`src/rtl/hue_pkg.sv`:
```
// Shared types and helpers for the hue wheel colour source.
package hue_pkg;

  localparam int NUM_SECTORS = 6;

  typedef enum logic [2:0] {
    S0 = 3'd0,
    S1 = 3'd1,
    S2 = 3'd2,
    S3 = 3'd3,
    S4 = 3'd4,
    S5 = 3'd5
  } sector_t;

  // Full-scale channel level for a given level width.
  function automatic int unsigned level_max(input int unsigned w);
    return (32'd1 << w) - 32'd1;
  endfunction

endpackage

```
`src/rtl/step_prescaler.sv`:
```
// Divides clk down to a one-cycle step strobe every STEP_INTERVAL enabled cycles.
module step_prescaler #(
  parameter int STEP_INTERVAL = 1200
) (
  input  logic clk,
  input  logic rst_n,
  input  logic enable,
  input  logic hold,
  output logic step
);

  localparam int CW = (STEP_INTERVAL > 1) ? $clog2(STEP_INTERVAL) : 1;
  localparam logic [CW-1:0] TC = CW'(STEP_INTERVAL - 1);

  logic [CW-1:0] cnt;

  // Strobe is combinational so the consumer acts on the same edge the count wraps.
  assign step = enable && !hold && (cnt == TC);

  // Count while enabled; hold parks the count at zero so a deferred step restarts a full interval.
  always_ff @(posedge clk or negedge rst_n) begin
    if (!rst_n)      cnt <= '0;
    else if (hold)   cnt <= '0;
    else if (enable) cnt <= (cnt == TC) ? '0 : cnt + CW'(1);
  end

endmodule

```
`src/rtl/hue_sequencer.sv`:
```
// Hue wheel walker: steps a 6-sector wheel and offers RGB levels over valid/ready.
module hue_sequencer
  import hue_pkg::*;
#(
  parameter int STEP_INTERVAL = 1200,
  parameter int LEVEL_W       = 8
) (
  input  logic               clk,
  input  logic               rst_n,
  input  logic               enable,
  input  logic               ready,
  output logic               valid,
  output logic [LEVEL_W-1:0] red_level,
  output logic [LEVEL_W-1:0] green_level,
  output logic [LEVEL_W-1:0] blue_level,
  output logic [2:0]         sector
);

  localparam logic [LEVEL_W-1:0] MAX  = LEVEL_W'(level_max(LEVEL_W));
  localparam logic [LEVEL_W-1:0] ZERO = '0;

  // Channel order in the packed level vector: [2]=red, [1]=green, [0]=blue.
  sector_t                  sec_q, sec_d;
  logic [LEVEL_W-1:0]       pos_q, pos_d;
  logic [2:0][LEVEL_W-1:0]  lvl_q, lvl_d;
  logic                     valid_q, valid_d;
  logic                     pend_q, pend_d;
  logic                     step, slot_free, adv;

  // Pending step freezes the prescaler so deferred steps are never doubled.
  step_prescaler #(.STEP_INTERVAL(STEP_INTERVAL)) u_presc (
    .clk    (clk),
    .rst_n  (rst_n),
    .enable (enable),
    .hold   (pend_q),
    .step   (step)
  );

  assign slot_free = !valid_q || ready;
  assign adv       = (step || pend_q) && slot_free;

  function automatic sector_t next_sector(input sector_t s);
    case (s)
      S0:      return S1;
      S1:      return S2;
      S2:      return S3;
      S3:      return S4;
      S4:      return S5;
      default: return S0;
    endcase
  endfunction

  // M-p stays within LEVEL_W bits since p never exceeds M.
  function automatic logic [3*LEVEL_W-1:0] level_map(input sector_t s,
                                                     input logic [LEVEL_W-1:0] p);
    case (s)
      S0:      return {MAX,     p,       ZERO};
      S1:      return {MAX - p, MAX,     ZERO};
      S2:      return {ZERO,    MAX,     p};
      S3:      return {ZERO,    MAX - p, MAX};
      S4:      return {p,       ZERO,    MAX};
      S5:      return {MAX,     ZERO,    MAX - p};
      default: return {MAX,     ZERO,    ZERO};
    endcase
  endfunction

  // Next-state: advance and load on a free slot, defer on a busy one, else drain.
  always_comb begin
    sec_d   = sec_q;
    pos_d   = pos_q;
    lvl_d   = lvl_q;
    valid_d = valid_q;
    pend_d  = pend_q;
    if (adv) begin
      if (pos_q == MAX) begin
        pos_d = ZERO;
        sec_d = next_sector(sec_q);
      end else begin
        pos_d = pos_q + LEVEL_W'(1);
      end
      lvl_d   = level_map(sec_d, pos_d);
      valid_d = 1'b1;
      pend_d  = 1'b0;
    end else if (step) begin
      pend_d = 1'b1;
    end else if (valid_q && ready) begin
      valid_d = 1'b0;
    end
  end

  // State and output registers; reset discards any in-flight colour.
  always_ff @(posedge clk or negedge rst_n) begin
    if (!rst_n) begin
      sec_q   <= S0;
      pos_q   <= ZERO;
      lvl_q   <= {MAX, ZERO, ZERO};
      valid_q <= 1'b0;
      pend_q  <= 1'b0;
    end else begin
      sec_q   <= sec_d;
      pos_q   <= pos_d;
      lvl_q   <= lvl_d;
      valid_q <= valid_d;
      pend_q  <= pend_d;
    end
  end

  assign valid       = valid_q;
  assign red_level   = lvl_q[2];
  assign green_level = lvl_q[1];
  assign blue_level  = lvl_q[0];
  assign sector      = sec_q;

endmodule

```
`config.mk`:
```
export PLATFORM = sky130hd
export DESIGN_NAME = hue_sequencer
export DESIGN_NICKNAME = d
export VERILOG_FILES = /design/src/rtl/hue_pkg.sv /design/src/rtl/step_prescaler.sv /design/src/rtl/hue_sequencer.sv
export SDC_FILE = /design/constraint.sdc
export NUM_CORES = 1
export LEC_CHECK = 0
export ABC_AREA = 1
export ABC_CLOCK_PERIOD_IN_PS = 5500
export CAP_MARGIN = 20
export CORE_MARGIN = 10
export CORE_UTILIZATION = 28
export CTS_CLUSTER_SIZE = 24
export DETAILED_ROUTE_END_ITERATION = 16
export GPL_ROUTABILITY_DRIVEN = 0
export PLACE_DENSITY = 0.44
export SLEW_MARGIN = 20
export SYNTH_ARGS = -nofsm -noshare
export SYNTH_HDL_FRONTEND = slang
export SYNTH_HIERARCHICAL = 1
export SYNTH_SLANG_ARGS = --single-unit
```
`constraint.sdc`:
```
create_clock -name clk -period 5.5 [get_ports clk]
set_clock_uncertainty 0.1 [all_clocks]
set_input_delay 1.375 -clock clk [delete_from_list [all_inputs] [get_ports clk]]
set_output_delay 1.375 -clock clk [all_outputs]
set_load 0.02 [all_outputs]
```
==> results of run 1 <==
worst register-to-register path, delay by kind of cell, from the launching register on:
| kind | cells | cell delay (ns) |
|---|---|---|
| flops | 1 | 0.44 |
| buf+inv | 3 | 0.46 |
| fa+ha+maj | 1 | 0.23 |
| compound gates | 3 | 0.75 |
| simple gates | 5 | 0.86 |
registers in the layout, summed over array words and instances (netlist names):
register     count
u_presc/cnt     11
blue_level       8
green_level      8
pos_q            8
red_level        8
sector           3
pend_q           1
valid            1
stage by stage:
step                      cells  util [%]  area, sq um
final                       531      34.0         3290
after global routing        531      34.0         3290
after CTS                   531      34.0         3290
after detailed placement    523      33.2         3210
after global placement      523      33.2         3210
after floorplan             364         -         2760
report_power, final:
part	total [mW]	internal, mW	switching (mW)
sequential	0.611	0.499	0.113
clock	0.207	0.0896	0.117
combinational	0.889	0.336	0.553
final timing paths:
| kind | from | endpoint | cells past startpoint |
|---|---|---|---|
| min in group asynchronous | rst_n | sector[1] | 2 |
| setup / recovery | enable | green_level[5] | 10 |
| setup reg to reg | u_presc/cnt[0] | green_level[5] | 12 |
| max in group asynchronous | rst_n | blue_level[4] | 2 |
| hold reg to reg | blue_level[7] | blue_level[7] | 2 |
| hold / removal | blue_level[7] | blue_level[7] | 2 |
final cells by class:
type                       instances  area, sq um  area share, %
clock buffer                       7         76.3           2.32
clock inverter                     1         5.00          0.152
inverter                          33          124           3.76
multi-input combinational        275         1380           42.0
sequential                        48         1210           36.8
tap                              133          166           5.05
timing repair buffer              34          328           9.95
placed cells by master (no fill, tap or decap), types with 6 or more instances in the layout:
master	instances
clkdlybuf4s50_1	30
nand3_1	29
nor2_1	34
dfstp_2	8
o21ai_0	27
dfrtp_1	40
o21ai_1	7
a21oi_1	11
nand2_2	10
inv_1	29
nand2_1	109
nor2_4	6
kinds of logic after synthesis:
| kind of cell | Yosys count | synth area share [%] |
|---|---|---|
| simple gates | 207 | 34.5 |
| fa+ha+maj | 2 | 0.906 |
| compound gates | 59 | 12.4 |
| buf+inv | 41 | 6.07 |
| xor+xnor | 7 | 2.22 |
| flops | 48 | 43.9 |
layer usage:
| metal | vias to the layer above | part of all wire, % | track usage (%) |
|---|---|---|---|
| met5 | - | 0 | 0 |
| met4 | 0 | 0.94 | 2.64 |
| met3 | 7 | 3.8 | 2.69 |
| met2 | 32 | 45 | 17.1 |
| met1 | 1123 | 50 | 14.7 |
| li1 | 1240 | - | - |
==> impl_metrics.tcl, run 1 <==
set metrics [dict create \
    synth_top_area_share_pct 36.2 \
    via_per_inst 4.52 \
    clock-sinks 48 \
    dr.pass1.iters 4 \
    drv_cap 0 \
    powerDensity_mw_per_mm2 518 \
    grt_pass1_vias 2459 \
    holdWs_ns 0.391 \
    ctsHtreeMaxLevel 2 \
    start_util_pct 28.5 \
    clkTransAtPathRegs_ns 0.09 \
    drc 0 \
    power_leakage_nw 1.49 \
    n_antenna_cell 0 \
    yosysSeqAreaShare_pct 43.9 \
    cts_hold_buf 0 \
    drtIter0Drc 174 \
    dr_total_vias 2402 \
    synth_seq_cells 48 \
    finalMaxSlewViolations 0 \
    fin_ws_ns 1.92 \
    max_stage_delay_ns 0.49 \
    final_nets 403 \
    setup.worst_path.end_class "register" \
    critPathBufInv 5 \
    die_height_um 119 \
    cp_top_family "buffers and inverters" \
    worstMarginPinSlew_ns 0.637 \
    dp_slack_ns 1.58 \
    synth_area_leaders "dfrtp_1, nand2_1, dfstp_2" \
    async_reset_ff_share_pct 100 \
    fp-row-count 36 \
    critPathRequiredTime_ns 5.62 \
    yosys.area.top_type "dfrtp_1" \
    rsz0062_at_grt "no" \
    cts.repair.resized 0 \
    ys.flop_type "dfrtp_1" \
    setup_tns_ns 0 \
    hold_viol_final 0 \
    clock_latency_ns 0.30 \
    fill_cells 1037 \
    postSynthAreaPerCell_sq_um 7.59 \
    synth_nets 370 \
    cts_setup_buffers 0 \
    yosys_warnings 6 \
    pin_count 32 \
    crit_chain "clkdlybuf4s50_1 -> inv_1 -> nor3_1 -> inv_1 -> a21oi_1 -> clkinv_1 -> buf_4 -> nor2_2 -> o21ai_0 -> o21ai_0" \
    antenna_found_initial 0 \
    io_buffer_count 31 \
    synthesis.area_sq_mm 0.00276 \
    drive_gt1_share_pct 13.1 \
    hpwl_um 5410 \
    cts_buffer_depth 2 \
    path_class "in2reg" \
    grt_max_degree 49 \
    grt_pass1_wl_um 12900 \
    peakVddDrop_mv 0.202 \
    max_freq_ghz 0.279 \
    grtUsageTotal_pct 10.9 \
    wl_um 7440 \
    slew_headroom_pct 57.5 \
    yosys-top-cells-count "nand2_1, dfrtp_1, nor2_1, inv_1, nand3_1" \
    worst_path_max_delay_cell "clkdlybuf4s50_1" \
    die_area_sq_mm 0.0142 \
    core_area_sq_mm 0.00968 \
    timing.reg2reg.setup_slack_ns 2.58 \
    worstPathArrival_ns 3.70 \
    finalCriticalPeriod_ns 3.58 \
    fin_crit_sh_pct 65.1 \
    cp_max_fo 37 \
    flow.area_growth_from_synthesis_pct 19.3 \
    status "finished, final reports clean" \
    min_path_type "reg2reg" \
    cts_tree "yes" \
    wl_per_cell_um 14.0 \
    die-width_um 119 \
    synth.distinct_cells 36 \
    netlist_instances 364 \
    cts_buffers 5 \
    overflow 0 \
    ant_nets 0 \
    finalSetupViolations 0 \
    yosysMostFrequentCell "nand2_1" \
    synth_edf_count 0 \
    root_buffer "clkbuf_8" \
    power_mw 1.71 \
    start_kind "input port" \
]
Power figures use the tool's default switching activity.
==> inputs of run 2 (changes only) <==
ABC_CLOCK_PERIOD_IN_PS = 3300   (was 5500)
clock period = 3.3 ns   (was 5.5 ns; I/O delays follow)
==> run 2 against run 1 <==
Register-to-register slack worse by 1.8 ns. Non-clock buffer count grew 1. Routed wire length increased by 0.89%. Worst hold slack got worse by 0.0048 ns. Sequential power up 67%. Cell count up 0.19%. Total power up 68%. Design area increased by 0.19%. Sequential share of layout area fell by 0.070 points. Flip-flop and latch count is the same. Count of clock-buffer cells in the layout stayed put. First-iteration DRC count down 38%.
==> impl_metrics.tcl, run 2 (synthesis results as in run 1) <==
set metrics [dict create \
    largest_reg_flops 11 \
    area.sequential_sq_mm 0.00121 \
    setup.worst_path.end_class "register" \
    n_antenna_cell 0 \
    hold_viol_final 0 \
    finalCriticalPeriod_ns 2.65 \
    clock_latency_ns 0.30 \
    clkTransAtPathRegs_ns 0.09 \
    min_path_type "reg2reg" \
    drv_cap 0 \
    max_freq_ghz 0.377 \
    die-width_um 119 \
    critPathRequiredTime_ns 3.42 \
    fp-row-count 36 \
    antenna_found_initial 0 \
    cp_max_fo 9 \
    path_class "in2reg" \
    cts.repair.resized 0 \
    status "finished, final reports clean" \
    final_common_cell "nand2_1" \
    slew_headroom_pct 55.8 \
    wl_um 7510 \
    clock-sinks 48 \
    dr.pass1.iters 6 \
    via_per_inst 4.48 \
    ctsHtreeMaxLevel 2 \
    worstPathArrival_ns 2.78 \
    die_height_um 119 \
    root_buffer "clkbuf_8" \
    top_register "u_presc/cnt" \
    power_leakage_nw 1.49 \
    drive_gt1_share_pct 13.0 \
    grtUsageTotal_pct 10.5 \
    fill_cells 1042 \
    start_util_pct 28.5 \
    finalMaxSlewViolations 0 \
    finalSetupViolations 0 \
    overflow 0 \
    cts_hold_buf 0 \
    ant_nets 0 \
    cts_setup_buffers 0 \
    worstMarginPinSlew_ns 0.662 \
    cts_buffer_depth 2 \
    fin_crit_sh_pct 80.4 \
    drtIter0Drc 108 \
    final_nets 404 \
    cts_buffers 5 \
    drc 0 \
    grt_pass1_vias 2350 \
    rsz0062_at_grt "no" \
    dr_total_vias 2384 \
    cts_tree "yes" \
    pin_count 32 \
    final_cell_mix "nand2_1, dfrtp_1, nor2_1, clkdlybuf4s50_1" \
    grt_pass1_wl_um 12400 \
    start_kind "input port" \
    multi_input_comb_area_sq_mm 0.00138 \
    setup_tns_ns 0 \
    hpwl_um 5420 \
    core_area_sq_mm 0.00968 \
    io_buffer_count 31 \
    peakVddDrop_mv 0.312 \
    flow.area_growth_from_synthesis_pct 19.5 \
    grt_max_degree 49 \
    powerDensity_mw_per_mm2 867 \
    power_mw 2.86 \
    die_area_sq_mm 0.0142 \
    wl_per_cell_um 14.1 \
]
==> run 2: changes by cell type in the layout (fill, tap and decap cells not counted), sizes merged <==
cell,previous run,this run
buf,4,5
==> run 2: worst max-delay path, stage by stage <==
cell	delay [ns]
clkdlybuf4s50_1	0.50
inv_1	0.06
nor3_1	0.16
inv_1	0.07
a21oi_1	0.29
clkinv_1	0.15
nor2_2	0.38
o21ai_0	0.15
o21ai_0	0.17
==> run 2: cell type report <==
cell class	instances	area share (%)
clock buffers	7	2.31
clock inverters	1	0.114
inverters	33	3.75
multi-input cells	275	41.9
flip-flops and latches	48	36.7
well taps	133	5.04
repair buffers	35	10.2
==> run 2: stage by stage <==
step | setup WS [ns] | area (sq um) | util [%] | hold WS (ns) | std cells
2_1_floorplan | 1.16 | 2760 | - | 0.371 | 364
3_5_place_dp | 0.352 | 3220 | 33.2 | 0.367 | 524
6_report | 0.648 | 3300 | 34.1 | 0.386 | 532
3_3_place_gp | 0.410 | 3220 | 33.2 | 0.368 | 524
5_1_grt | 0.304 | 3300 | 34.1 | 0.417 | 532
4_1_cts | 0.640 | 3300 | 34.1 | 0.393 | 532
==> run 2: final timing paths <==
check                                    start  cells past startpoint             end  slack [ns]
worst min register to register   blue_level[6]                      2   blue_level[6]        0.39
worst max register to register  u_presc/cnt[0]                     11  green_level[5]        0.77
min in group asynchronous                rst_n                      2       sector[1]        0.55
worst max-delay path                    enable                      9  green_level[5]        0.65
worst min-delay path             blue_level[6]                      2   blue_level[6]        0.39
max in group asynchronous                rst_n                      2  u_presc/cnt[1]        2.12
==> run 2: per-layer routing <==
layer	part of all wire (%)	global-route usage [%]	up-vias
li1	-	-	1242
met1	50	14.3	1104
met2	45	16.5	36
met3	3.9	2.65	2
met4	0.45	2.04	0
met5	0	0	-
==> run 2: power by group <==
group	switching [mW]	internal [mW]
Sequential	0.185	0.831
Clock	0.199	0.148
Combinational	0.933	0.564
Total	1.32	1.54
==> inputs of run 3 (changes only) <==
ABC_CLOCK_PERIOD_IN_PS = 2600   (was 3300)
clock period = 2.6 ns   (was 3.3 ns; I/O delays follow)
==> run 3 against run 2 <==
Die area unchanged. Cell count up 0.19%. Design area up 1.3%. Routed wire length down 0.49%. Register-to-register slack worse by 0.46 ns. Clock power up 37%.
==> impl_metrics.tcl, run 3 (synthesis results as in run 1) <==
set metrics [dict create \
    status "finished, final reports clean" \
    worstMarginPinSlew_ns 0.505 \
    pin_count 32 \
    final_cell_mix "nand2_1, dfrtp_1, nor2_1, clkdlybuf4s50_1" \
    overflow 0 \
    slew_headroom_pct 66.4 \
    hold_viol_final 0 \
    peakVddDrop_mv 0.528 \
    ctsHtreeMaxLevel 2 \
    finalSetupViolations 0 \
    grt_pass1_wl_um 12400 \
    root_buffer "clkbuf_8" \
    final_nets 405 \
    met3_usage_pct 2.69 \
    largest_reg_flops 11 \
    cts_setup_buffers 0 \
    clock_latency_ns 0.30 \
    clock-sinks 48 \
    powerDensity_mw_per_mm2 1100 \
    drive_gt1_share_pct 14.0 \
    ant_nets 0 \
    cts_tree "yes" \
    cp_max_fo 13 \
    use_met1_pct 13.9 \
    min_path_type "in2async" \
    flow.area_growth_from_synthesis_pct 21.0 \
    drv_cap 0 \
    fp-row-count 36 \
    final_cells 533 \
    cts_buffers 5 \
    grt_max_degree 37 \
    top_register "u_presc/cnt" \
    die_height_um 119 \
    n_antenna_cell 0 \
    grtUsageTotal_pct 10.6 \
    drc 0 \
    wl_per_cell_um 14.0 \
    hpwl_um 5450 \
    grt.busiest_layer "met2" \
    die_area_sq_mm 0.0142 \
    path_class "reg2reg" \
    final_common_cell "nand2_1" \
    finalCriticalPeriod_ns 2.29 \
    io_buffer_count 31 \
    clkTransAtPathRegs_ns 0.09 \
    dr_total_vias 2444 \
    holdWs_ns 0.199 \
    wl_um 7470 \
    core_area_sq_mm 0.00968 \
    cts_buffer_depth 2 \
    placed_cells 525 \
    fill_cells 1077 \
    fin_crit_sh_pct 88.2 \
    max_freq_ghz 0.436 \
    dp_slack_ns -0.0843 \
    dr.pass1.iters 4 \
    globalRouteMet2Util_pct 16.8 \
    fin_ws_ns 0.306 \
    via_per_inst 4.59 \
    power_leakage_nw 1.51 \
    die-width_um 119 \
    grt_pass1_vias 2378 \
    worstPathArrival_ns 2.42 \
    setup.worst_path.end_class "register" \
    critPathRequiredTime_ns 2.72 \
    drtIter0Drc 147 \
    rsz0062_at_grt "no" \
    start_kind "register" \
    antenna_found_initial 0 \
    finalMaxSlewViolations 0 \
    start_util_pct 28.5 \
]
run 3: metrics by stage:
| stage | setup TNS, ns | util (%) | cell area (sq um) | total power, mW |
|---|---|---|---|---|
| 6_report | 0 | 34.5 | 3340 | 3.66 |
| 5_1_grt | 0 | 34.5 | 3340 | 3.99 |
| 4_1_cts | 0 | 34.4 | 3330 | 3.72 |
| 3_5_place_dp | -0.247 | 33.4 | 3240 | 3.22 |
| 3_3_place_gp | 0 | 33.4 | 3240 | 3.22 |
| 2_1_floorplan | 0 | - | 2760 | 2.45 |
run 3: path summary, 6_finish.rpt:
path                       slack (ns)  cells after the start          start             to
min in group clk                 0.38                      2  blue_level[5]  blue_level[5]
max in group asynchronous        1.59                      2          rst_n   red_level[4]
setup / recovery                 0.31                     10       pos_q[0]   red_level[3]
hold / removal                   0.20                      1          rst_n      sector[1]
hold reg to reg                  0.38                      2  blue_level[5]  blue_level[5]
setup reg to reg                 0.31                     10       pos_q[0]   red_level[3]
run 3: layer usage:
layer / up-vias / share of wire, % / wire length (um)
met5: - / 0 / 0
met4: 0 / 1.1 / 85
met3: 7 / 4.1 / 308
met2: 45 / 45 / 3380
met1: 1147 / 50 / 3700
li1: 1245 / - / -
run 3: cell type report:
type / count / area (sq um) / area share (%)
clock buffers: 6 / 82.6 / 2.47
flip-flops and latches: 48 / 1210 / 36.2
clock inverters: 2 / 10.0 / 0.300
inverters: 33 / 124 / 3.71
repair buffers: 36 / 355 / 10.6
well taps: 133 / 166 / 4.98
multi-input cells: 275 / 1390 / 41.7
run 3: power breakdown:
part | internal (mW) | leakage, nW | switching, mW | total (mW)
Clock | 0.213 | 0.0510 | 0.263 | 0.477
Sequential | 1.05 | 0.608 | 0.234 | 1.29
Combinational | 0.726 | 0.854 | 1.17 | 1.90
run 3: critical path, cell delays in order (launching register included):
cell,delay [ns]
dfrtp_1,0.40
ha_1,0.25
nand2_1,0.12
nor2_4,0.19
nand2_4,0.16
nand2_1,0.10
nand2_2,0.15
nand2_1,0.17
inv_1,0.14
o21ai_0,0.31
a21oi_1,0.11
run 3: repair_timing:
action | in CTS | in global routing
setup endpoints to repair | 0 | 3
hold buffers | 0 | 0
gates resized for setup | 0 | 2
